`src/rtl/osd_trace_depacketization_if.sv`:
```
// DII flit link between the debug interconnect router port and a trace sink.
// The master drives the flit; the slave returns the accept (ready) signal.
interface osd_trace_depacketization_if;
  logic        valid;
  logic        last;
  logic [15:0] data;
  logic        ready;

  modport master (output valid, output last, output data, input ready);
  modport slave  (input valid, input last, input data, output ready);
endinterface

```
`src/rtl/osd_trace_depacketization.sv`:
```
// Reassembles DII trace event packets (dest, src, header, payload words LSB first) into one event.
// Optional macro OSD_TRACE_DEPACK_STATS_EN adds a saturating drop_count output.
module osd_trace_depacketization #(
  parameter int         WIDTH             = 112,
  parameter logic [3:0] TYPE_SUB_OVERFLOW = 4'd5
) (
  input  logic                 clk,
  input  logic                 rst,
  input  logic [9:0]           id,
  osd_trace_depacketization_if.slave debug_in,
  output logic [WIDTH-1:0]     event_data,
  output logic [15:0]          event_src,
  output logic                 event_overflow,
  output logic [15:0]          event_lost,
  output logic                 event_valid,
  input  logic                 event_ready
`ifdef OSD_TRACE_DEPACK_STATS_EN
  ,
  output logic [15:0]          drop_count
`endif
);

  localparam int NW = (WIDTH + 15) / 16;
  localparam int PW = NW * 16;
  localparam int CW = $clog2(NW + 1);
  localparam logic [CW-1:0] NW_C      = CW'(NW);
  localparam logic [CW-1:0] NW_LAST_C = CW'(NW - 1);
  localparam logic [1:0]    TYPE_EVENT = 2'b10;

  typedef enum logic [2:0] {
    S_DEST    = 3'd0,
    S_SRC     = 3'd1,
    S_HDR     = 3'd2,
    S_PAYLOAD = 3'd3,
    S_DROP    = 3'd4,
    S_OUT     = 3'd5
  } state_t;

  state_t           state_reg, state_next;
  logic [CW-1:0]    cnt_reg, cnt_next;
  logic             ovf_reg, ovf_next;
  logic [WIDTH-1:0] data_reg, data_next;
  logic [15:0]      src_reg, src_next;
  logic [15:0]      lost_reg, lost_next;
  logic             drop_inc;
  logic             accept;
  logic [PW-1:0]    pad_v;

  assign debug_in.ready = (state_reg != S_OUT);
  assign accept         = debug_in.valid && (state_reg != S_OUT);

  assign event_valid    = (state_reg == S_OUT);
  assign event_data     = data_reg;
  assign event_src      = src_reg;
  assign event_overflow = ovf_reg;
  assign event_lost     = lost_reg;

  always_ff @(posedge clk or posedge rst) begin
    if (rst) begin
      state_reg <= S_DEST;
      cnt_reg   <= '0;
      ovf_reg   <= 1'b0;
      data_reg  <= '0;
      src_reg   <= '0;
      lost_reg  <= '0;
    end else begin
      state_reg <= state_next;
      cnt_reg   <= cnt_next;
      ovf_reg   <= ovf_next;
      data_reg  <= data_next;
      src_reg   <= src_next;
      lost_reg  <= lost_next;
    end
  end

  always_comb begin
    state_next = state_reg;
    cnt_next   = cnt_reg;
    ovf_next   = ovf_reg;
    data_next  = data_reg;
    src_next   = src_reg;
    lost_next  = lost_reg;
    drop_inc   = 1'b0;
    pad_v      = '0;

    case (state_reg)
      S_DEST: begin
        if (accept) begin
          if (debug_in.last) begin
            drop_inc = 1'b1;
          end else if (debug_in.data[9:0] != id) begin
            state_next = S_DROP;
          end else begin
            state_next = S_SRC;
          end
        end
      end

      S_SRC: begin
        if (accept) begin
          src_next = debug_in.data;
          if (debug_in.last) begin
            state_next = S_DEST;
            drop_inc   = 1'b1;
          end else begin
            state_next = S_HDR;
          end
        end
      end

      S_HDR: begin
        if (accept) begin
          cnt_next  = '0;
          data_next = '0;
          lost_next = '0;
          if (debug_in.data[15:14] != TYPE_EVENT) begin
            ovf_next = 1'b0;
            if (debug_in.last) begin
              state_next = S_DEST;
              drop_inc   = 1'b1;
            end else begin
              state_next = S_DROP;
            end
          end else begin
            ovf_next = (debug_in.data[13:10] == TYPE_SUB_OVERFLOW);
            if (debug_in.last) begin
              // A header-only overflow packet still reports, with zero lost count.
              if (debug_in.data[13:10] == TYPE_SUB_OVERFLOW) begin
                state_next = S_OUT;
              end else begin
                state_next = S_DEST;
                drop_inc   = 1'b1;
              end
            end else begin
              state_next = S_PAYLOAD;
            end
          end
        end
      end

      S_PAYLOAD: begin
        if (accept) begin
          if (cnt_reg != NW_C) begin
            cnt_next = cnt_reg + 1'b1;
          end
          if (ovf_reg) begin
            if (cnt_reg == '0) begin
              lost_next = debug_in.data;
            end
            if (debug_in.last) begin
              state_next = S_OUT;
            end
          end else begin
            // Slot the word into a padded copy so a partial top word truncates cleanly.
            pad_v[WIDTH-1:0] = data_reg;
            for (int k = 0; k < NW; k++) begin
              if (cnt_reg == CW'(k)) begin
                pad_v[k*16 +: 16] = debug_in.data;
              end
            end
            data_next = pad_v[WIDTH-1:0];
            if (debug_in.last) begin
              if (cnt_reg >= NW_LAST_C) begin
                state_next = S_OUT;
              end else begin
                state_next = S_DEST;
                drop_inc   = 1'b1;
              end
            end
          end
        end
      end

      S_DROP: begin
        if (accept && debug_in.last) begin
          state_next = S_DEST;
          drop_inc   = 1'b1;
        end
      end

      S_OUT: begin
        if (event_ready) begin
          state_next = S_DEST;
        end
      end

      default: begin
        state_next = S_DEST;
      end
    endcase
  end

`ifdef OSD_TRACE_DEPACK_STATS_EN
  logic [15:0] drop_count_reg;

  always_ff @(posedge clk or posedge rst) begin
    if (rst) begin
      drop_count_reg <= '0;
    end else if (drop_inc && (drop_count_reg != 16'hFFFF)) begin
      drop_count_reg <= drop_count_reg + 16'd1;
    end
  end

  assign drop_count = drop_count_reg;
`else
  logic unused_drop_inc;
  assign unused_drop_inc = drop_inc;
`endif

endmodule

```
`src/flat_wrapper.sv`:
```
// flat-port wrapper written by rule: the top's interface ports become plain ports
module osd_trace_depacketization_flat 
#(
  parameter int         WIDTH             = 112,
  parameter logic [3:0] TYPE_SUB_OVERFLOW = 4'd5
)
  (clk, rst, id, event_data, event_src, event_overflow, event_lost, event_valid, event_ready, debug_in_valid, debug_in_last, debug_in_data, debug_in_ready);
  osd_trace_depacketization_if debug_in_i ();
  input  logic clk;
  input  logic rst;
  input  logic [9:0] id;
  output logic [WIDTH-1:0] event_data;
  output logic [15:0] event_src;
  output logic event_overflow;
  output logic [15:0] event_lost;
  output logic event_valid;
  input  logic event_ready;
  input wire logic [$bits(debug_in_i.valid)-1:0] debug_in_valid;
  input wire logic [$bits(debug_in_i.last)-1:0] debug_in_last;
  input wire logic [$bits(debug_in_i.data)-1:0] debug_in_data;
  output wire logic [$bits(debug_in_i.ready)-1:0] debug_in_ready;
  assign debug_in_i.valid = debug_in_valid;
  assign debug_in_i.last = debug_in_last;
  assign debug_in_i.data = debug_in_data;
  assign debug_in_ready = debug_in_i.ready;
  osd_trace_depacketization #(.WIDTH(WIDTH), .TYPE_SUB_OVERFLOW(TYPE_SUB_OVERFLOW)) u_core (.clk(clk), .rst(rst), .id(id), .debug_in(debug_in_i), .event_data(event_data), .event_src(event_src), .event_overflow(event_overflow), .event_lost(event_lost), .event_valid(event_valid), .event_ready(event_ready));
endmodule
```
`config.mk`:
```
export PLATFORM = sky130hd
export DESIGN_NAME = osd_trace_depacketization_flat
export DESIGN_NICKNAME = d
export VERILOG_FILES = /design/src/rtl/osd_trace_depacketization_if.sv /design/src/rtl/osd_trace_depacketization.sv /design/src/flat_wrapper.sv
export SDC_FILE = /design/constraint.sdc
export NUM_CORES = 1
export LEC_CHECK = 0
export ABC_CLOCK_PERIOD_IN_PS = 5100
export CAP_MARGIN = 20
export CORE_ASPECT_RATIO = 1.1
export CORE_UTILIZATION = 47
export DETAILED_ROUTE_END_ITERATION = 7
export GPL_TIMING_DRIVEN = 1
export PLACE_DENSITY_LB_ADDON = 0.15
export SYNTH_ARGS = -nofsm -noshare
export SYNTH_HDL_FRONTEND = slang
export SYNTH_SLANG_ARGS = --single-unit
```
`constraint.sdc`:
```
create_clock -name clk -period 5.1 [get_ports clk]
set_input_delay 0.51 -clock clk [delete_from_list [all_inputs] [get_ports clk]]
set_output_delay 0.51 -clock clk [all_outputs]
set_load 0.01 [all_outputs]
```
### Word-level counts from Yosys, hierarchy flattened

Index checks and enable logic that the tools add are counted.

| word-level totals | value |
|---|---|
| output and inout bits | 147 |
| bits in registers | 151 |
| input bits | 31 |
| word-level logic and storage cells | 103 |

| operators by class | value |
|---|---|
| order comparisons | 1 |
| eq/ne operators | 34 |
| add/subtract/negate cells | 1 |
| muxes and demuxes | 38 |
| reduce and logical (&&, ||, !) cells | 17 |

Operator list:

| kind | count |
|---|---|
| $mux 112 | 3 |
| $pmux 112 s2 | 1 |
| $mux 16 | 10 |
| $mux 3 | 19 |
| $reduce_and 5->1 | 8 |
| $pmux 16 s2 | 1 |
| $ne 2x1->1 const B | 15 |
| $pmux 3 s6 | 1 |
| $eq 3x3->1 const B | 5 |
| $eq 3x2->1 const B | 4 |
| $ne 10x10->1 | 1 |
| $ne 2x2->1 const B | 4 |
| $reduce_and 8->1 | 1 |
| $eq 3x1->1 const B | 2 |
| $logic_not 3->1 | 2 |
| $ne 3x3->1 const B | 2 |
| $pmux 3 s2 | 1 |
| $eq 4x3->1 const B | 1 |
| $reduce_and 2->1 | 2 |
| $reduce_and 4->1 | 1 |
| $add 3x1->3 const B | 1 |
| $ge 3x3->1 const B | 1 |
| $logic_and 1x1->1 | 2 |
| $mux 2 | 1 |
| other kinds (2) | 2 |

### Depth between registers and ports, before layout

| depth | value |
|---|---|
| depth after elaboration | 6 |
| gate-level depth with buffers | 8 |
| depth with buffers taken out | 7 |

### Worst setup path before layout

Ideal clock, no wire load.

| timing | value |
|---|---|
| kind | register to register |
| start point | register u_core.state_reg[2] |
| end point | register u_core.src_reg[10] (netlist: u_core.event_src[10]) |
| buffers on the path | 2 |
| required time | 4.975 ns |
| period minus slack after synthesis | 1.749 ns |
| arrival | 1.624 ns |
| setup slack | 3.351 ns |
| setup time | 0.125 ns |
| cell stages (with the launch flop) | 6 |
| cells stage by stage | dfrtp_1 -> buf_4 -> nand2b_1 -> nor2_1 -> buf_2 -> mux2_2 |

| between the ends | value |
|---|---|
| longest elaborated chain between the ends | 3 |
| elaborated cells on any way between the ends | 4 |
| classes of those cells | 2 x eq/ne; 2 x reduce/logical |

RTL lines:

| element | line | source |
|---|---|---|
| start: declaration | osd_trace_depacketization.sv:39 | `state_t state_reg, state_next;` |
| start signal: assignment | osd_trace_depacketization.sv:67 | `state_reg <= state_next;` |
| $ne 3x3->1 | osd_trace_depacketization.sv:50 | `assign accept = debug_in.valid && (state_reg != S_OUT);` |
| $logic_and 1x1->1 | osd_trace_depacketization.sv:50 |  |
| $reduce_and 2->1 (no line) * | - |  |
| end signal: assignment | osd_trace_depacketization.sv:71 | `src_reg <= src_next;` |
| end: declaration | osd_trace_depacketization.sv:43 | `logic [15:0] src_reg, src_next;` |

Mark *: on every way between the ends. The rest lies on a longest branch, timed or not.
A chain may end at the register's enable or synchronous reset.

### Final worst setup path

| timing | value |
|---|---|
| start point | register u_core.state_reg[0] |
| end point | output event_valid |

| between the ends | value |
|---|---|
| longest elaborated chain between the ends | 1 |

RTL lines:

| element | line | source |
|---|---|---|
| $eq 3x3->1 | osd_trace_depacketization.sv:52 | `assign event_valid = (state_reg == S_OUT);` |
| end: declaration | flat_wrapper.sv:16 | `output logic event_valid;` |

No other way between the ends.

==> summary.txt <==
Timing
  • Worst slew margin: between 30% and 40%
  • Sum of negative setup slack: 0 ns
  • Minimum clock period: 2.70 ns
  • Final Hold Viols: 0
  • Achievable frequency: 371 MHz
  • PnR worst setup slack: 2.40 ns
  • Crit share post-route: between 50 and 60%
  • RSZ-0062 raised after global routing: false
  • Worst Clk Skew: between 0.008 and 0.009 ns
  • Final max-slew violation count: 0
  • Setup Viol. Count Final: 0
  • Worst Max-Slew Pin Slew: approximately 0.98 ns

Placement
  • Routability Congestion: 0.780
  • Port Buf Inserts: between 150 and 200
  • HPWL after detailed placement: between 10000 and 15000 µm
  • Place WS: between 2 and 2.5 ns

Drt
  • DR pass1 iterations: 5
  • Routed vias: 4764
  • Vias per cell: ~5.3
  • Final ANT Viol Nets: 0
  • Routed len/inst: about 18 µm
  • Detailed Route Iter0 Violations: about 430
  • Post-Route WL: 16400 µm
  • Drt drc: 0

Clock tree
  • Setup Buffers After CTS: 0
  • Root buffer cell: clkbuf_16
  • Latest clock arrival within the worst-skew pair: 0.41 ns
  • TritonCTS clock tree: yes
  • Clock slew at the register clock pins of the worst setup and hold paths: around 0.060 ns
  • CTS Buf Count: 17
  • # resized after CTS: 0
  • CTS HTree Levels: 4
  • Maximum clock insertion buffer count: 2
  • CTS Hold Bufs: 0
  • Clock net sink count: around 150

Cells and area
  • # nets final: about 760
  • Diodes inserted: 0
  • Area delta synth->final: 43.1%
  • Max FFs per register: ~110
  • Layout cell share with drive strength beyond 1: between 7 and 8%

Yosys
  • Synth Flop Type: dfrtp_1
  • Syn avg cell area: 10.5 µm²
  • Netlist cell types: 35
  • Post-synthesis register bit count: roughly 150
  • Most instantiated cells after synthesis: dfrtp_1, nand2_1, o21ai_0
  • Async SR Flop Fraction: 100%
  • Seq/Total Area, Yosys: 64.4%
  • Area contributors post-synth: dfrtp_1, o21ai_0, nand2_1
  • Post-synth EDFFs: 0
  • Netlist Area Pre-Place: around 0.006 mm²
  • Cells after Synth: ~560
  • Synth area leader: dfrtp_1
  • Ys Warns: 0
  • Syn Nets: approximately 600
  • Top-area cell type share of the netlist area: 64.4%

Power and ir drop
  • Worst IR Drop VDD: roughly 210 µV
  • Power Density: between 300 and 400 mW/mm²
  • Lkg Pwr: approximately 3.6 nW
  • Total power: around 2.7 mW

Die
  • Core Area: between 0.01 and 0.015 mm²
  • Die extent in x: approximately 110 µm
  • FP Rows: 42
  • Initial core utilization: 48.6%
  • Die Y: between 100 and 150 µm
  • Die ar.: 0.0129 mm²
  • Num ports: between 150 and 200

GRT
  • Number of global-route vias before repair: 4653
  • Global-route wire length before repair: between 20000 and 30000 µm
  • Initial antenna violation count: 0
  • Grt total ovfl: 0
  • Total track usage: 26.8%
  • Largest net degree at the start of global routing: about 120

Critical path
  • WP buf/inv: 2
  • Crit path largest cell delay: slightly above 0.7 ns
  • CP cell instances: nand2b_1, or2_2, inv_1, clkdlybuf4s50_1
  • FF-to-FF setup slack: roughly 2.7 ns
  • CP max stage cell: dfrtp_1
  • Crit Path Class: reg2out
  • Delay-heaviest family, CP: flip-flops
  • Reg-to-Reg End: u_core.event_data[111]$_DFFE_PP0P_
  • Data arrival, critical path: between 2 and 2.5 ns
  • FF-to-FF path depth: 4
  • Crit Path Max Fanout: 20
  • Worst path depth: 4
  • Setup crit end kind: output port
  • Startpoint types: register
  • WP data required: 4.59 ns
  • Reg-to-reg startpoint: u_core.state_reg[0]$_DFFE_PP0P_

Run status
  • Run status: complete, no violations

Job
  • Max-cap viol count: 0

Worst hold path
  • Worst hold path class: in2async
## placed cells by master, fill, tap and decap left out, types with 3 or more instances in the layout
cell / netlist / layout
a21oi_1: 7 / 7
a22o_1: 3 / 3
bufinv_16: 0 / 4
clkbuf_16: 0 / 17
clkdlybuf4s50_1: 0 / 177
dfrtp_1: 151 / 151
ha_1: 6 / 6
inv_1: 7 / 6
inv_6: 0 / 5
mux2_2: 17 / 17
nand2_1: 151 / 151
nand2b_1: 7 / 7
nor2_1: 6 / 6
o21ai_0: 135 / 134
xnor2_1: 3 / 3
xor2_1: 9 / 9
## metal layers
metal / share of wire, % / up-vias / global-route usage (%) / wire, µm
met2: 48 / 204 / 41.7 / 7830
met1: 42 / 2327 / 36.0 / 6810
met5: 0 / - / 0 / 0
met4: 2.3 / 0 / 9.38 / 380
met3: 8.4 / 22 / 7.66 / 1370
li1: - / 2211 / - / -
## logic make-up after synthesis
group / after synthesis / synth area share, %
adder cells (fa/ha/maj): 6 / 1.28
flip-flops: 151 / 64.4
AND/OR/NAND/NOR: 175 / 12.1
buffers and inverters: 38 / 2.90
AO/OA/AOI/OAI: 158 / 14.3
multiplexers: 17 / 3.26
XOR/XNOR: 12 / 1.79
## cell type report
| cell class | count | area, µm² |
|---|---|---|
| Multi-Input combinational cell | 368 | 1920 |
| Inverter | 7 | 31.3 |
| Clock buffer | 19 | 433 |
| Sequential cell | 151 | 3780 |
| Tap cell | 154 | 193 |
| Timing Repair Buffer | 182 | 1840 |
| Fill cell | 967 | 3690 |
| Clock inverter | 13 | 193 |
## where the power goes
part	total [mW]	leakage [nW]	internal, mW	switching [mW]
sequential	1.24	2.09	1.22	0.0240
combinational	0.153	1.23	0.0752	0.0779
clock	1.32	0.299	0.826	0.496
## metrics by stage
stage | std cells | area [µm²] | utilization [%] | hold slack, ns
floorplan | 557 | 5870 | - | 0.513
CTS | 891 | 8340 | 69.0 | 0.483
finish | 894 | 8400 | 69.5 | 0.391
global route | 894 | 8400 | 69.5 | 0.403
detailed placement | 859 | 7710 | 63.8 | 0.469
global placement | 859 | 7710 | 63.8 | 0.461
## worst max path at each step
stage                                          startpoint                                 to
after floorplan                                       rst      u_core.cnt_reg[0]$_DFFE_PP0P_
after global placement                     debug_in_valid  u_core.event_data[81]$_DFFE_PP0P_
after detailed placement                   debug_in_valid  u_core.event_data[95]$_DFFE_PP0P_
after CTS                 u_core.state_reg[0]$_DFFE_PP0P_                        event_valid
after global routing      u_core.state_reg[0]$_DFFE_PP0P_                        event_valid
final                     u_core.state_reg[0]$_DFFE_PP0P_                        event_valid
Power figures use the tool's default switching activity.
